--- config.mk ---
export PLATFORM = sky130hd
export DESIGN_NAME = seq_shift_unit_flat
export DESIGN_NICKNAME = d
export VERILOG_FILES = /design/src/rtl/shift_pkg.sv /design/src/rtl/seq_shift_unit_if.sv /design/src/rtl/shift_step.sv /design/src/rtl/seq_shift_unit.sv /design/src/flat_wrapper.sv
export SDC_FILE = /design/constraint.sdc
export NUM_CORES = 1
export LEC_CHECK = 0
export ABC_AREA = 1
export BUFFER_PORTS_ARGS = -buffer_cell sky130_fd_sc_hd__buf_2
export CAP_MARGIN = 5
export CORE_UTILIZATION = 35
export CTS_CLUSTER_DIAMETER = 40
export DETAILED_ROUTE_END_ITERATION = 6
export HOLD_SLACK_MARGIN = 0.05
export PLACE_DENSITY_LB_ADDON = 0.08
export SYNTH_ARGS = -nofsm -noshare
export SYNTH_HDL_FRONTEND = slang
export SYNTH_SLANG_ARGS = --single-unit
--- constraint.sdc ---
create_clock -name clk -period 1.9 [get_ports clk]
set_input_delay 0.285 -clock clk [delete_from_list [all_inputs] [get_ports clk]]
set_output_delay 0.285 -clock clk [all_outputs]
set_load 0.005 [all_outputs]
--- src/rtl/shift_pkg.sv ---
// Shared types and helpers for the sequential shifter: FSM state encoding,
// op-select constants and the per-cycle step clamp.
package shift_pkg;

   typedef enum logic [1:0] {
      S_IDLE = 2'd0,
      S_BUSY = 2'd1,
      S_DONE = 2'd2
   } state_t;

   localparam logic SHIFT_LEFT  = 1'b1;
   localparam logic SHIFT_RIGHT = 1'b0;
   localparam logic SHIFT_ARITH = 1'b1;
   localparam logic SHIFT_LOGIC = 1'b0;

   function automatic int unsigned min_step(input int unsigned count, input int unsigned step);
      return (count < step) ? count : step;
   endfunction

endpackage

--- src/rtl/seq_shift_unit_if.sv ---
// Request/response bundle between the EXU (master) and the shift unit (slave).
// Both channels use valid/ready: a transfer happens on a rising clk edge where
// valid and ready are both high; the sender holds valid and payload until then.
interface seq_shift_unit_if #(
   parameter int XLEN = 32,
   parameter int SHW  = $clog2(XLEN)
);
   logic            in_valid;
   logic            in_ready;
   logic [XLEN-1:0] in_data;
   logic [SHW-1:0]  in_shamt;
   logic            in_l_or_r;
   logic            in_a_or_l;
   logic            out_valid;
   logic            out_ready;
   logic [XLEN-1:0] out_data;

   modport master (
      output in_valid, in_data, in_shamt, in_l_or_r, in_a_or_l, out_ready,
      input  in_ready, out_valid, out_data
   );

   modport slave (
      input  in_valid, in_data, in_shamt, in_l_or_r, in_a_or_l, out_ready,
      output in_ready, out_valid, out_data
   );
endinterface

--- src/rtl/shift_step.sv ---
// One combinational shift stage of 0..STEP bits. Arithmetic right shifts fill
// from an externally supplied sign so the sign survives repeated steps.
module shift_step
   import shift_pkg::*;
#(
   parameter int XLEN = 32,
   parameter int STEP = 1,
   parameter int KW   = $clog2(STEP + 1)
) (
   input  logic [XLEN-1:0] data,
   input  logic [KW-1:0]   k,
   input  logic            l_or_r,
   input  logic            a_or_l,
   input  logic            sign_bit,
   output logic [XLEN-1:0] data_out
);

   logic [XLEN-1:0] fill_mask;

   always_comb begin
      fill_mask = ~({XLEN{1'b1}} >> k);
      data_out  = data >> k;
      if (l_or_r == SHIFT_LEFT) begin
         data_out = data << k;
      end else if (a_or_l == SHIFT_ARITH && sign_bit) begin
         data_out = (data >> k) | fill_mask;
      end
   end

endmodule

--- src/rtl/seq_shift_unit.sv ---
// Multi-cycle variable shifter: accepts one request, shifts a working register
// by up to STEP bits per cycle, then presents the result until it is taken.
module seq_shift_unit
   import shift_pkg::*;
#(
   parameter  int XLEN = 32,
   parameter  int STEP = 1,
   localparam int SHW  = $clog2(XLEN),
   localparam int KW   = $clog2(STEP + 1)
) (
   input  logic                  clk,
   input  logic                  rst,
   input  logic                  flush,
   seq_shift_unit_if.slave       bus,
   output state_t                dbg_state
);

   state_t          state_q, state_d;
   logic [XLEN-1:0] work_q, work_d;
   logic [SHW-1:0]  count_q, count_d;
   logic            l_or_r_q, l_or_r_d;
   logic            a_or_l_q, a_or_l_d;
   logic            sign_q, sign_d;

   logic [KW-1:0]   k;
   logic [XLEN-1:0] step_out;
   logic            accept;

   assign k = KW'(min_step(32'(count_q), STEP));

   shift_step #(.XLEN(XLEN), .STEP(STEP), .KW(KW)) u_step (
      .data     (work_q),
      .k        (k),
      .l_or_r   (l_or_r_q),
      .a_or_l   (a_or_l_q),
      .sign_bit (sign_q),
      .data_out (step_out)
   );

   always_comb begin
      state_d  = state_q;
      work_d   = work_q;
      count_d  = count_q;
      l_or_r_d = l_or_r_q;
      a_or_l_d = a_or_l_q;
      sign_d   = sign_q;
      accept   = bus.in_valid && (state_q == S_IDLE) && !flush;

      case (state_q)
         S_IDLE: begin
            if (accept) begin
               work_d   = bus.in_data;
               count_d  = bus.in_shamt;
               l_or_r_d = bus.in_l_or_r;
               a_or_l_d = bus.in_a_or_l;
               sign_d   = bus.in_data[XLEN-1];
               state_d  = (bus.in_shamt == '0) ? S_DONE : S_BUSY;
            end
         end
         S_BUSY: begin
            work_d  = step_out;
            count_d = count_q - SHW'(k);
            if (count_d == '0) state_d = S_DONE;
         end
         S_DONE: begin
            if (bus.out_ready) state_d = S_IDLE;
         end
         default: state_d = S_IDLE;
      endcase

      // Redirect wins over both handshakes; the working register is left as-is.
      if (flush) state_d = S_IDLE;
   end

   always_ff @(posedge clk or posedge rst) begin
      if (rst) begin
         state_q  <= S_IDLE;
         work_q   <= '0;
         count_q  <= '0;
         l_or_r_q <= 1'b0;
         a_or_l_q <= 1'b0;
         sign_q   <= 1'b0;
      end else begin
         state_q  <= state_d;
         work_q   <= work_d;
         count_q  <= count_d;
         l_or_r_q <= l_or_r_d;
         a_or_l_q <= a_or_l_d;
         sign_q   <= sign_d;
      end
   end

   assign bus.in_ready  = (state_q == S_IDLE);
   assign bus.out_valid = (state_q == S_DONE);
   assign bus.out_data  = work_q;
   assign dbg_state     = state_q;

endmodule

--- src/flat_wrapper.sv ---
// flat-port wrapper written by rule: the top's interface ports become plain ports
module seq_shift_unit_flat import shift_pkg::*;
#(
   parameter  int XLEN = 32,
   parameter  int STEP = 1,
   localparam int SHW  = $clog2(XLEN),
   localparam int KW   = $clog2(STEP + 1)
)
  (clk, rst, flush, dbg_state, bus_in_valid, bus_in_data, bus_in_shamt, bus_in_l_or_r, bus_in_a_or_l, bus_out_ready, bus_in_ready, bus_out_valid, bus_out_data);
  seq_shift_unit_if #(.XLEN(XLEN)) bus_i ();
  input  logic clk;
  input  logic rst;
  input  logic flush;
  output state_t dbg_state;
  input wire logic [$bits(bus_i.in_valid)-1:0] bus_in_valid;
  input wire logic [$bits(bus_i.in_data)-1:0] bus_in_data;
  input wire logic [$bits(bus_i.in_shamt)-1:0] bus_in_shamt;
  input wire logic [$bits(bus_i.in_l_or_r)-1:0] bus_in_l_or_r;
  input wire logic [$bits(bus_i.in_a_or_l)-1:0] bus_in_a_or_l;
  input wire logic [$bits(bus_i.out_ready)-1:0] bus_out_ready;
  output wire logic [$bits(bus_i.in_ready)-1:0] bus_in_ready;
  output wire logic [$bits(bus_i.out_valid)-1:0] bus_out_valid;
  output wire logic [$bits(bus_i.out_data)-1:0] bus_out_data;
  assign bus_i.in_valid = bus_in_valid;
  assign bus_i.in_data = bus_in_data;
  assign bus_i.in_shamt = bus_in_shamt;
  assign bus_i.in_l_or_r = bus_in_l_or_r;
  assign bus_i.in_a_or_l = bus_in_a_or_l;
  assign bus_i.out_ready = bus_out_ready;
  assign bus_in_ready = bus_i.in_ready;
  assign bus_out_valid = bus_i.out_valid;
  assign bus_out_data = bus_i.out_data;
  seq_shift_unit #(.XLEN(XLEN), .STEP(STEP)) u_core (.clk(clk), .rst(rst), .flush(flush), .bus(bus_i), .dbg_state(dbg_state));
endmodule
==> impl_metrics.toml <==
[outcome]
status = "finished, final reports clean"

[logic_synthesis]
synth_compound_gate_area_share_pct = 9.931
yosys_register_bits = 42
yosysSeqAreaShare_pct = 41.30
postSynthCellCount = 358
synthXorXnorAreaFrac_pct = 0.3441
synth-simple-area-share_pct = 37.61
postSynthNetCount = 404
syn-mean-instance-area_um2 = 7.109
syn_area_um2 = 2545
yosys.area_share.adder_pct = 0.9833
ys_async_sr_fraction_pct = 100.0
postSynth.topFlopCell = "sky130_fd_sc_hd__dfrtp_1"
unique_masters_post_synth = 30
synth_edf_count = 0
synth_top_family_by_area = "simple AND/OR/NAND/NOR gates"
synthMuxAreaShare_pct = 0
yosys_warnings = 0

[critical_path]
critical-path-top-cell-by-count = "sky130_fd_sc_hd__nand2_1"
worst-endpoint-required_ns = 2.07
critical_path.max_stage_delay_ns = 0.44
cpMaxStageDelayCell = "sky130_fd_sc_hd__dfrtp_1"
worst-setup-path-type = "flop to flop"
end_kind = "flop"
timing.critical_path.arrival_ns = 1.81
timing.critical_path.buf_inv = 0
path_delay_family = "simple AND/OR/NAND/NOR gates"
timing.critical_path.cells = "nor2_4 -> a21oi_1 -> ha_1 -> xnor2_1 -> nand2_1 -> nor2_1 -> nand2_1 -> nand2_1 -> o21ai_0"
crit_fanout = 4
start_kind = "flop"

[routing]
drtPass1Iterations = 4
detail_route.drc_violations = 0
route.vias.total = 2543
routed_wirelength_um = 7073
vias_per_cell = 4.789
post_drt_wl_per_cell_um = 13.32
drt_iter0_markers = 105
ant_nets = 0

[clock_network]
worst_skew_pair.late_latency_ns = 0.29
cts.repair_timing.setup_buffer_count = 0
clk_path_buf_depth = 2
cts_buffers = 5
cts_num_sinks = 42
cts-root-buf = "sky130_fd_sc_hd__clkbuf_8"
tritoncts_clock_tree = "yes"
number_of_levels_the_h_tree_was_split_into = 2
clkSlewWorstSetupHoldPaths_ns = 0.08

[grt]
largest_net_degree_at_the_start_of_global_routing = 23
grt_pass1_wl_um = 12010
globalRouteTotalUtil_pct = 20.45
grt_pass1_vias = 2497
gr-total-overflow = 0
antenna_violations_before_repair = 0

[placed_design]
final_replace_weighted_congestion = 0.8228
placement.io_buffers = 79
dp_hpwl_um = 5234

[sta]
finalSetupTns_ns = 0
report.final.slew_viol_count = 0
post-route-min-period_ns = 1.633
final_min_period_over_clock_period_pct = 85.96
finalHoldViolCount = 0
final.setup_skew_ns = 0.008430
timing_worst_slew_pin_value_ns = 0.6069
achievable-frequency_mhz = 612.3
rsz0062_at_grt = "no"
slew_headroom_pct = 59.29
setup_viol = 0

[final_layout]
fin_nets = 482
synthToLayoutAreaGrowth_pct = 22.32
drive_gt1_share_pct = 25.52
antenna-diode-count = 0
postLayoutCoreUtil_pct = 45.07

[pwr]
vdd_drop_max_uv = 701.5
powerDensity_nw_per_um2 = 1695
leakage_component_of_the_power_nw = 1.659

[hold_path]
min_delay_worst_type = "input pin to flop"

[die]
coreArea_um2 = 6907
chipHeight_um = 87.27
die-area_um2 = 7616
initial_core_util_pct = 36.85
die_w_um = 87.27
io_pins = 80
core.rowCount = 30

[job]
cap_violations = 0
logic make-up after synthesis:
family                     after synthesis
and+or+nand+nor                        213
buffers and inverters                   54
AOI/OAI and AO/OA                       46
DFF                                     42
adders and majority gates                2
xor gates and xnor gates                 1
synth_stat cells, drive strengths merged, types with 2 or more instances:
library cell	n	area (um^2)
nand2	130	503.0
a21oi	8	40.04
nor2	17	108.9
o221ai	2	17.52
buf	19	118.9
inv	34	127.6
nand4	2	12.51
dfrtp	42	1051
o211ai	2	15.01
o21ai	29	145.1
nand3	64	332.8
ha	2	25.02
placed cells by master (no fill, tap or decap), types with 3 or more instances in the layout:
cell	Yosys	layout
sky130_fd_sc_hd__a21oi_1	8	8
sky130_fd_sc_hd__o21ai_1	11	11
sky130_fd_sc_hd__inv_1	29	28
sky130_fd_sc_hd__nor2_1	12	12
sky130_fd_sc_hd__o21ai_0	18	18
sky130_fd_sc_hd__nand3_1	63	63
sky130_fd_sc_hd__buf_4	3	11
sky130_fd_sc_hd__nand2_2	3	3
sky130_fd_sc_hd__buf_2	11	79
sky130_fd_sc_hd__clkbuf_8	0	6
sky130_fd_sc_hd__dfrtp_1	42	42
sky130_fd_sc_hd__nand2_1	126	126
sky130_fd_sc_hd__inv_2	5	5
metrics by stage:
step / total power [mW] / std cells / worst slack (ns) / hold slack (ns) / instance area [um^2]
4_1_cts: 5.348 / 531 / 0.2752 / 0.1831 / 3113
3_3_place_gp: 4.741 / 524 / 0.3225 / 0.3074 / 3020
3_5_place_dp: 4.742 / 524 / 0.2603 / 0.3128 / 3020
6_report: 5.278 / 531 / 0.2667 / 0.1881 / 3113
2_1_floorplan: 3.816 / 358 / 0.3952 / 0.3946 / 2545
5_1_grt: 5.886 / 531 / 0.09518 / 0.2098 / 3113
final timing paths:
path	from	endpoint	slack [ns]	cells past startpoint
setup reg to reg	u_core.count_q[2]	u_core.dbg_state[0]	0.27	9
hold / removal	bus_in_a_or_l	u_core.a_or_l_q	0.19	3
max in group asynchronous	rst	u_core.bus.out_data[29]	0.76	4
hold reg to reg	u_core.a_or_l_q	u_core.a_or_l_q	0.49	2
setup / recovery	u_core.count_q[2]	u_core.dbg_state[0]	0.27	9
min in group asynchronous	rst	u_core.bus.out_data[3]	0.53	3
power by group:
part | total (mW) | internal (mW) | switching, mW
logic | 2.91 | 1.13 | 1.77
clock network | 0.587 | 0.281 | 0.306
registers | 1.79 | 1.35 | 0.432
layer usage:
layer	vias up	global-route usage, %	routed length, um
met1	1150	28.47	3399
met5	-	0	0
met3	7	3.507	379
li1	1309	-	-
met2	77	32.88	3226
met4	0	5.216	68
worst register-to-register path, cell delays in order (launching register included):
cell and delay, ns:
sky130_fd_sc_hd__dfrtp_1 0.44, sky130_fd_sc_hd__nor2_4 0.18, sky130_fd_sc_hd__a21oi_1 0.11, sky130_fd_sc_hd__ha_1 0.24
sky130_fd_sc_hd__xnor2_1 0.19, sky130_fd_sc_hd__nand2_1 0.07, sky130_fd_sc_hd__nor2_1 0.10, sky130_fd_sc_hd__nand2_1 0.06
sky130_fd_sc_hd__nand2_1 0.06, sky130_fd_sc_hd__o21ai_0 0.08
layout make-up:
type	instances	area [um^2]
well taps	96	120.1
clock buffers	6	82.58
multi-input cells	262	1244
repair buffers	91	488.0
inverters	34	127.6
flip-flops and latches	42	1051
fillers	783	3794
registers in the layout, summed over array words and instances, names as in the netlist, named ones only:
register             count
u_core.a_or_l_q          1
u_core.count_q           5
u_core.sign_q            1
u_core.bus.out_data     31
u_core.dbg_state         2
u_core.l_or_r_q          1
timing repair:
item                      CTS  global route
hold buffers                1             0
hold endpoints to repair   14             0
resized for setup           0             0
Power figures use the tool's default switching activity.
